### config.mk
export PLATFORM = sky130hd
export DESIGN_NAME = slurm16_cpu_hazard_pipe
export DESIGN_NICKNAME = d
export VERILOG_FILES = /design/src/rtl/slurm16_cpu_hazard_pipe.sv
export SDC_FILE = /design/constraint.sdc
export NUM_CORES = 1
export LEC_CHECK = 0
export CORE_MARGIN = 2
export CORE_UTILIZATION = 39
export CTS_CLUSTER_DIAMETER = 60
export CTS_CLUSTER_SIZE = 8
export DETAILED_ROUTE_END_ITERATION = 10
export GPL_TIMING_DRIVEN = 1
export HOLD_SLACK_MARGIN = 0.12
export PLACE_DENSITY = 0.83
export SYNTH_ARGS = -nofsm -noshare
export SYNTH_HDL_FRONTEND = slang
export SYNTH_SLANG_ARGS = --single-unit
### constraint.sdc
create_clock -name CLK -period 1.5 [get_ports CLK]
set_input_delay 0.3 -clock CLK [delete_from_list [all_inputs] [get_ports CLK]]
set_output_delay 0.3 -clock CLK [all_outputs]
set_load 0.02 [all_outputs]
### src/rtl/slurm16_cpu_hazard_pipe.sv
`default_nettype none
// ============================================================================
// Module   : slurm16_cpu_hazard_pipe
// Purpose  : Three-slot destination-tag/flag shadow pipeline feeding the
//            hazard unit, plus the fetch/decode stall and bubble controls.
//            Optional stall counter enabled by SLURM16_HAZARD_STATS_EN.
// Revision : 1.0 - initial release
// ============================================================================
module slurm16_cpu_hazard_pipe #(
    parameter int REGISTER_BITS  = 7,
    parameter int STALL_CNT_BITS = 16
) (
    input  logic                      CLK,
    input  logic                      RSTb,
    input  logic                      valid0,
    input  logic [REGISTER_BITS-1:0]  hazard_reg0,
    input  logic                      modifies_flags0,
    input  logic                      hazard_1,
    input  logic                      hazard_2,
    input  logic                      hazard_3,
    input  logic                      mem_stall,
    input  logic                      flush,
    output logic [REGISTER_BITS-1:0]  hazard_reg1,
    output logic [REGISTER_BITS-1:0]  hazard_reg2,
    output logic [REGISTER_BITS-1:0]  hazard_reg3,
    output logic                      modifies_flags1,
    output logic                      modifies_flags2,
    output logic                      modifies_flags3,
    output logic                      stall_p0,
    output logic                      bubble,
    output logic [STALL_CNT_BITS-1:0] stall_cycles
);

    typedef enum logic [1:0] {
        ST_RUN   = 2'd0,
        ST_HZ    = 2'd1,
        ST_FLUSH = 2'd2
    } state_t;

    state_t                   state_q, state_d;
    logic [REGISTER_BITS-1:0] tag1_q, tag2_q, tag3_q;
    logic [REGISTER_BITS-1:0] tag1_d, tag2_d, tag3_d;
    logic                     flg1_q, flg2_q, flg3_q;
    logic                     flg1_d, flg2_d, flg3_d;
    logic                     w_valid;
    logic                     w_hz;

    // The cycle after a flush is a refill slot: whatever sits in p0 is stale.
    assign w_valid = valid0 && (state_q != ST_FLUSH);
    assign w_hz    = w_valid && (hazard_1 || hazard_2 || hazard_3);

    always_comb begin
        state_d  = state_q;
        tag1_d   = tag1_q;
        tag2_d   = tag2_q;
        tag3_d   = tag3_q;
        flg1_d   = flg1_q;
        flg2_d   = flg2_q;
        flg3_d   = flg3_q;
        stall_p0 = 1'b0;
        bubble   = 1'b0;
        if (!RSTb) begin
            stall_p0 = mem_stall;
        end else if (mem_stall) begin
            stall_p0 = 1'b1;
        end else if (flush) begin
            tag1_d  = '0;
            flg1_d  = 1'b0;
            tag2_d  = '0;
            flg2_d  = 1'b0;
            tag3_d  = tag2_q;
            flg3_d  = flg2_q;
            bubble  = 1'b1;
            state_d = ST_FLUSH;
        end else if (w_hz) begin
            tag1_d   = '0;
            flg1_d   = 1'b0;
            tag2_d   = tag1_q;
            flg2_d   = flg1_q;
            tag3_d   = tag2_q;
            flg3_d   = flg2_q;
            stall_p0 = 1'b1;
            bubble   = 1'b1;
            state_d  = ST_HZ;
        end else begin
            tag1_d  = w_valid ? hazard_reg0 : '0;
            flg1_d  = w_valid && modifies_flags0;
            tag2_d  = tag1_q;
            flg2_d  = flg1_q;
            tag3_d  = tag2_q;
            flg3_d  = flg2_q;
            bubble  = !w_valid;
            state_d = ST_RUN;
        end
    end

    always_ff @(posedge CLK or negedge RSTb) begin
        if (!RSTb) begin
            state_q <= ST_RUN;
            tag1_q  <= '0;
            tag2_q  <= '0;
            tag3_q  <= '0;
            flg1_q  <= 1'b0;
            flg2_q  <= 1'b0;
            flg3_q  <= 1'b0;
        end else begin
            state_q <= state_d;
            tag1_q  <= tag1_d;
            tag2_q  <= tag2_d;
            tag3_q  <= tag3_d;
            flg1_q  <= flg1_d;
            flg2_q  <= flg2_d;
            flg3_q  <= flg3_d;
        end
    end

    assign hazard_reg1     = tag1_q;
    assign hazard_reg2     = tag2_q;
    assign hazard_reg3     = tag3_q;
    assign modifies_flags1 = flg1_q;
    assign modifies_flags2 = flg2_q;
    assign modifies_flags3 = flg3_q;

`ifdef SLURM16_HAZARD_STATS_EN
    logic [STALL_CNT_BITS-1:0] cnt_q;
    logic                      w_cnt_en;

    assign w_cnt_en = !mem_stall && !flush && w_hz;

    // Saturating: a stuck counter reads as "at least this many".
    always_ff @(posedge CLK or negedge RSTb) begin
        if (!RSTb) begin
            cnt_q <= '0;
        end else if (w_cnt_en && (cnt_q != {STALL_CNT_BITS{1'b1}})) begin
            cnt_q <= cnt_q + {{(STALL_CNT_BITS-1){1'b0}}, 1'b1};
        end
    end

    assign stall_cycles = cnt_q;
`else
    assign stall_cycles = '0;
`endif

endmodule
`default_nettype wire
# Yosys cells after proc, flatten, opt, wreduce, memory -nomap -nowiden
# Index checks and enable logic that the tools add are counted.
# op_classes
n_eq_ne,1
mux,17
bitwise,1
reduce_logical,7
# op_table
cell,n
two-way mux 7 bit,4
two-way mux 1 bit,12
logical AND 1 bit,3
logical OR 1 bit,2
two-way mux 2 bit,1
"inequality test 2 bit, second input constant",1
AND reduction 2 bit,1
zero test 1 bit,1
NOT 1 bit,1
# word_totals
ff_bits,26
in_bits,16
out_inout_bits,42
wordCells,33

# Longest topological paths before layout
# Gate-level depths: netlist (run 1).
# depth
depth_word,7
depth_mapped,5
mapped_depth_nobuf,3

# Worst setup path after synthesis (run 1)
# OpenSTA, ideal clock, no wires.
# synth_timing
kind,input to output
start,input port mem_stall
end,output port bubble
t_arrival_ps,1156
required_ps,1200
slack_ps,44
cell_stages,4
n_path_buf,2
path_cell_list,nand2b_1 buf_2 clkbuf_1 a21oi_1
# synth_between
elab_chain_len,2
# synth_lines
element,line_no,text
from (decl),21,"input logic mem_stall,"
two-way mux 1 bit,64,end else if (mem_stall) begin
two-way mux 1 bit,62,if (!RSTb) begin
to (decl),30,"output logic bubble,"
# Every way passes these cells.

# Worst setup path after layout (run 1)
# layout_timing
start,input port flush
end,output port stall_p0
# layout_between
elab_chain_len,3
# layout_lines
element,line_no,text
from (decl),22,"input logic flush,"
two-way mux 1 bit,66,end else if (flush) begin
two-way mux 1 bit,64,
two-way mux 1 bit,62,
to (decl),29,"output logic stall_p0,"
# Every way passes these cells.

==> impl_results.md, run 1 <==
- Status: finished with violations
- EDFF count, synth: 0
- Post-DP HPWL: 1.77 mm
- Period utilization: 1.08
- Startpoint Class: primary input
- Seq/Total Area, Yosys: 0.556
- Yosys warning count: 0
- Routed WL: 2.38 mm
- Die height: 58.8 um
- # fillers: 256
- Synth area leader: dfrtp_1
- Final setup violation count: 2
- ANT cells: 0
- Via-per-instance ratio: 4.74
- Max_cap viols: 0
- Setup Skew: 0.00260 ns
- Crit path capture type: output pin
- Synth area leaders: dfrtp_1, buf_4, mux2_2
- Antenna violations before repair: 0
- Failing checks: DRC, setup timing
- GRT Total Usage: 0.152
- GR Overflow Total: 0
- P_leak: 0.884 nW
- Vias in the first global route: 849
- Post-synthesis cell count: 99
- Pre-antenna DRT Iters: 7
- Row cnt: 19
- Tmin final: 1.61 ns
- Post-synth top area share: 0.556
- Most common library cells after synthesis: dfrtp_1, buf_4, nand2b_1, mux2_2, nand2_1
- Core Area: 2810 um2
- Final hold vios: 0
- PortBufs: 41
- Placer Congestion: 0.883
- Worst skew pair latency: 0.31 ns
- Ratio of cells with drive above 1 in the final layout: 0.204
- Count leader, synth: dfrtp_1
- Initial DRC Count: 22
- Max Root-Sink Buffers: 2
- Max-slew violations: 0
- CTS H-tree lvls: 1
- Worst Setup Slack, final: -0.115 ns
- Worst Path Arrival: 1.31 ns
- Peak supply drop: 0.483 mV
- Fmax: 619 MHz
- WHS: 0.187 ns
- Post-route DRC: 4
- Yosys cell types: 18
- Hold Path Class: in2async
- # nets final: 164
- Critical Path Fanout Max: 2
- Initial Util: 0.417
- Total CTS buffers: 3
- Pin count of the biggest net entering global routing: 37
- Num ports: 58
- DR WL/cell: 13.4 um
- Req. time, crit path: 1.20 ns
- Pwr dens: 778 nW/um2
- Synth Flop Type: dfrtp_1
- Routed via count: 843
- CTS tree: built
- Mapped Area: 1170 um2
- Die ar.: 3450 um2
- Reg clk slew, reported paths: 0.13 ns
- Mapped Avg Cell Area: 11.8 um2
- Antenna Nets Post-Route: 0
- Root Driver: clkbuf_4
- Crit Path Class: in2out
- CTS Sinks: 26
- CTS hold repair buffers: 0
- #FFs+latches synth: 26
- Asr flop ratio synth: 1.00
- Die W: 58.8 um
- Global-route wire length before repair: 3.90 mm
- Post-CTS Setup Inserts: 0
- Syn-to-layout area delta: 40.0%
- Setup Slack @ Placement: -0.709 ns
- RSZ-0062 raised after global routing: yes
## registers in the layout (all words and copies together) (netlist names)
signal,flops
hazard_reg3,7
hazard_reg2,7
modifies_flags1,1
state_q,2
hazard_reg1,7
modifies_flags3,1
modifies_flags2,1
## area by class of cell
class	count	area [um2]	share of cell area
clock buffers	4	36.3	0.0222
well taps	31	38.8	0.0237
multi-input cells	68	473	0.289
repair buffers	49	439	0.268
flip-flops and latches	26	651	0.397
## critical path, stage by stage
cell	delay [ns]
clkdlybuf4s50_1	0.48
nand2b_4	0.14
nor2_4	0.05
a31o_4	0.22
buf_6	0.13
## kinds of logic (layout without fill, tap and decap cells)
| logic type | Yosys count | after routing | share of synthesized area |
|---|---|---|---|
| other | 1 | 16 | 0.00321 |
| buffers and inverters | 20 | 53 | 0.118 |
| flip-flops | 26 | 26 | 0.556 |
| multiplexers | 9 | 9 | 0.0866 |
| AND/OR/NAND/NOR | 24 | 24 | 0.123 |
| AO/OA/AOI/OAI | 19 | 19 | 0.113 |
## metrics by stage
stage | setup TNS, ns | utilization | cell area, um2 | std cells | total power, mW
floorplan | 0 | - | 1230 | 114 | 0.863
global placement | -6.58 | 0.570 | 1600 | 174 | 0.925
detailed placement | -7.78 | 0.570 | 1600 | 174 | 0.932
CTS | -0.144 | 0.583 | 1640 | 178 | 1.29
global route | -0.191 | 0.584 | 1640 | 178 | 1.34
finish | -0.156 | 0.584 | 1640 | 178 | 1.28
## worst paths after layout
check	depth (start not counted)	slack, ns	from	endpoint
max in group asynchronous	2	1.07	RSTb	state_q[0]
setup reg to reg	5	0.23	state_q[1]	hazard_reg1[3]
hold / removal	2	0.19	RSTb	hazard_reg1[1]
min in group CLK	1	0.52	modifies_flags3	modifies_flags3
hold reg to reg	1	0.52	modifies_flags3	modifies_flags3
setup / recovery	5	-0.11	flush	stall_p0
## cell usage in the layout (no fill, tap or decap), drive strengths merged
cell / count
dlygate4sd2: 27
dfrtp: 26
conb: 16
clkdlybuf4s50: 11
nand2b: 10
buf: 10
mux2: 9
nand2: 9
a22o: 8
o21ai: 8
clkbuf: 4
or3: 1
nor2b: 1
nor2: 1
a31o: 1
nor3: 1
a21oi: 1
nor4: 1
o41ai: 1
clkdlybuf4s15: 1
## what timing repair did
item                                    in CTS  in global routing
gates cloned                                 0                  0
endpoints found under the setup margin      34                  2
gates resized for setup                     47                  1
pin swaps                                    4                  3
## per-layer routing
| layer | vias to the layer above | GRT usage | share of wire |
|---|---|---|---|
| met5 | - | 0 | 0 |
| li1 | 409 | - | - |
| met4 | 0 | 0.0909 | 0.030 |
| met1 | 399 | 0.163 | 0.36 |
| met3 | 6 | 0.0220 | 0.047 |
| met2 | 29 | 0.279 | 0.56 |
## power breakdown
group / leakage (nW) / internal (mW) / switching, mW
Combinational: 0.503 / 0.0882 / 0.117
Clock: 0.0210 / 0.148 / 0.199
Sequential: 0.360 / 0.714 / 0.00879
(Power assumes the default switching activity.)
==> run 2: changes to the inputs <==
--- a/config.mk
+++ b/config.mk
@@ -5,6 +5,7 @@
 export SDC_FILE = /design/constraint.sdc
 export NUM_CORES = 1
 export LEC_CHECK = 0
+export CAP_MARGIN = 20
 export CORE_MARGIN = 2
 export CORE_UTILIZATION = 39
 export CTS_CLUSTER_DIAMETER = 60
==> results of run 2 <==
No change in the layout: final DEF, timing and power equal those of run 1.
==> run 3: changes to the inputs <==
--- a/config.mk
+++ b/config.mk
@@ -13,6 +13,7 @@
 export DETAILED_ROUTE_END_ITERATION = 10
 export GPL_TIMING_DRIVEN = 1
 export HOLD_SLACK_MARGIN = 0.12
+export MAX_ROUTING_LAYER = met4
 export PLACE_DENSITY = 0.83
 export SYNTH_ARGS = -nofsm -noshare
 export SYNTH_HDL_FRONTEND = slang
==> impl_results.md, run 3 (synthesis results as in run 1) <==
- Setup Skew: 0.00350 ns (was 0.00260 ns)
- Max-slew violations: 0 (unchanged)
- Die ar.: 3450 um2 (unchanged)
- Via-per-instance ratio: 4.76 (was 4.74)
- Row cnt: 19 (unchanged)
- Worst r2r dst: hazard_reg1[3] (unchanged)
- Fmax: 619 MHz (unchanged)
- Total power draw: 1.27 mW (was 1.28 mW)
- Max incr delay on CP: 0.48 ns (about the same)
- Placer Congestion: 0.897 (was 0.883)
- Commonest non-fill, non-tap cells in the layout: dlygate4sd2_1, dfrtp_1, conb_1, clkdlybuf4s50_1 (unchanged)
- CP max-delay cell: clkdlybuf4s50_1 (unchanged)
- Global-route wire length before repair: 3.91 mm (was 3.90 mm)
- GRT Total Usage: 0.157 (was 0.152)
- Max_cap viols: 0 (unchanged)
- CTS H-tree lvls: 1 (unchanged)
- Crit Path Class: in2out (unchanged)
- Post-CTS Setup Inserts: 0 (unchanged)
- Critical path, cell by cell: clkdlybuf4s50_1 > nand2b_4 > nor2_4 > a31o_4 > buf_6 (unchanged)
- Req. time, crit path: 1.20 ns (about the same)
- Startpoint Class: primary input (unchanged)
- Max Root-Sink Buffers: 2 (unchanged)
- Worst path bufs/invs: 2 (unchanged)
- Comb power frac: 0.161 (about the same)
- Critical Path Fanout Max: 2 (unchanged)
- Core Area: 2810 um2 (unchanged)
- Levels on crit path: 5 (unchanged)
- Hold Path Class: in2async (unchanged)
- Antenna Nets Post-Route: 0 (unchanged)
- Reg-to-reg slack, setup: 0.24 ns (was 0.23 ns)
- Initial DRC Count: 19 (was 22)
- Worst Path Arrival: 1.31 ns (about the same)
- Pin count of the biggest net entering global routing: 37 (unchanged)
- GR Overflow Total: 0 (unchanged)
- Crit path max-delay family: buffers and inverters (unchanged)
- R2R cell count: 5 (unchanged)
- Num ports: 58 (unchanged)
- Final hold vios: 0 (unchanged)
- Die height: 58.8 um (unchanged)
- RSZ-0062 raised after global routing: yes (unchanged)
- Worst Setup Slack, final: -0.115 ns (unchanged)
- Final setup violation count: 2 (unchanged)
- Total CTS buffers: 3 (unchanged)
- Routed WL: 2.38 mm (about the same)
- Initial Util: 0.417 (unchanged)
- Reg clk slew, reported paths: 0.13 ns (about the same)
- Antenna violations before repair: 0 (unchanged)
- Crit path capture type: output pin (unchanged)
- Clock network power share: 0.272 (was 0.273)
- P_sw: 0.324 mW (was 0.325 mW)
- CTS Sinks: 26 (unchanged)
- Worst skew pair latency: 0.31 ns (about the same)
- Failing checks: DRC, setup timing (unchanged)
- Setup Slack @ Placement: -0.709 ns (unchanged)
- CTS tree: built (unchanged)
- Tmin final: 1.61 ns (unchanged)
- P_leak: 0.884 nW (unchanged)
- Post-DP HPWL: 1.77 mm (unchanged)
- Root Driver: clkbuf_4 (unchanged)
- Pwr dens: 778 nW/um2 (about the same)
- Worst r2r src: state_q[1] (unchanged)
- Pre-antenna DRT Iters: 7 (unchanged)
- Sw Share: 0.254 (was 0.255)
- Peak supply drop: 0.481 mV (was 0.483 mV)
- Post-route DRC: 4 (unchanged)
- Internal: 0.950 mW (about the same)
- Period utilization: 1.08 (unchanged)
- Commonest non-fill, non-tap cell in the layout: dlygate4sd2_1 (unchanged)
- PortBufs: 41 (unchanged)
- Syn-to-layout area delta: 40.0% (unchanged)
- Vias in the first global route: 851 (was 849)
- Core Util, Final: 0.584 (unchanged)
- ANT cells: 0 (unchanged)
- Sequential fraction of design power: 0.567 (about the same)
- DR WL/cell: 13.4 um (about the same)
- # fillers: 256 (unchanged)
- Register Area: 651 um2 (unchanged)
- Routed via count: 848 (was 843)
- Die W: 58.8 um (unchanged)
- Multi-input gate area: 473 um2 (unchanged)
- # nets final: 164 (unchanged)
- Status: finished with violations (unchanged)
- Ratio of cells with drive above 1 in the final layout: 0.204 (unchanged)
run 3: cell counts in the layout (fill, tap and decap cells not counted):
Identical to the previous run, type by type.
run 3: metal layers:
metal | vias up | track usage | part of all wire
met5 | - | - | 0
met4 | 0 | 0.0909 | 0.030
met3 | 6 | 0.0176 | 0.042
met2 | 29 | 0.279 | 0.56
met1 | 404 | 0.167 | 0.37
li1 | 409 | - | -
run 3: worst max-delay path by stage:
stage | slack (ns) | startpoint | to
final | -0.11 | flush | stall_p0
after global routing | -0.13 | state_q[0] | stall_p0
after CTS | -0.12 | state_q[0] | stall_p0
after detailed placement | -0.71 | hazard_2 | stall_p0
after global placement | -0.66 | hazard_2 | stall_p0
after floorplan | 0.04 | mem_stall | bubble
run 3: area by class of cell:
| cell class | count | area share |
|---|---|---|
| multi-input cells | 68 | 0.289 |
| well taps | 31 | 0.0237 |
| clock buffers | 4 | 0.0222 |
| flip-flops and latches | 26 | 0.397 |
| repair buffers | 49 | 0.268 |
run 3: power groups by stage:
stage	clock network (mW)	registers, mW	logic [mW]
3_5_place_dp	0	0.734	0.197
6_report	0.346	0.723	0.205
2_1_floorplan	0	0.741	0.122
5_1_grt	0.392	0.725	0.221
4_1_cts	0.360	0.723	0.206
3_3_place_gp	0	0.733	0.192
run 3: worst register-to-register path: cells and delay by family, from the launching register on:
kind                   cells  cell delay, ns
flip-flops                 1            0.41
AND/OR/NAND/NOR            2            0.36
AO/OA/AOI/OAI              1            0.12
buffers and inverters      2            0.32
run 3: metrics by stage:
step           hold WS (ns)  setup TNS, ns  cells  area, um2
3_3_place_gp          0.460          -6.58    174       1600
6_report              0.189         -0.156    178       1640
4_1_cts               0.193         -0.144    178       1640
5_1_grt               0.188         -0.190    178       1640
3_5_place_dp          0.482          -7.78    174       1600
2_1_floorplan       0.00441              0    114       1230
run 3: timing repair:
item                       CTS  global route
gates resized for setup     47             1
hold buffers                 0             0
pin swaps                    4             3
setup endpoints to repair   34             2
gates cloned                 0             0
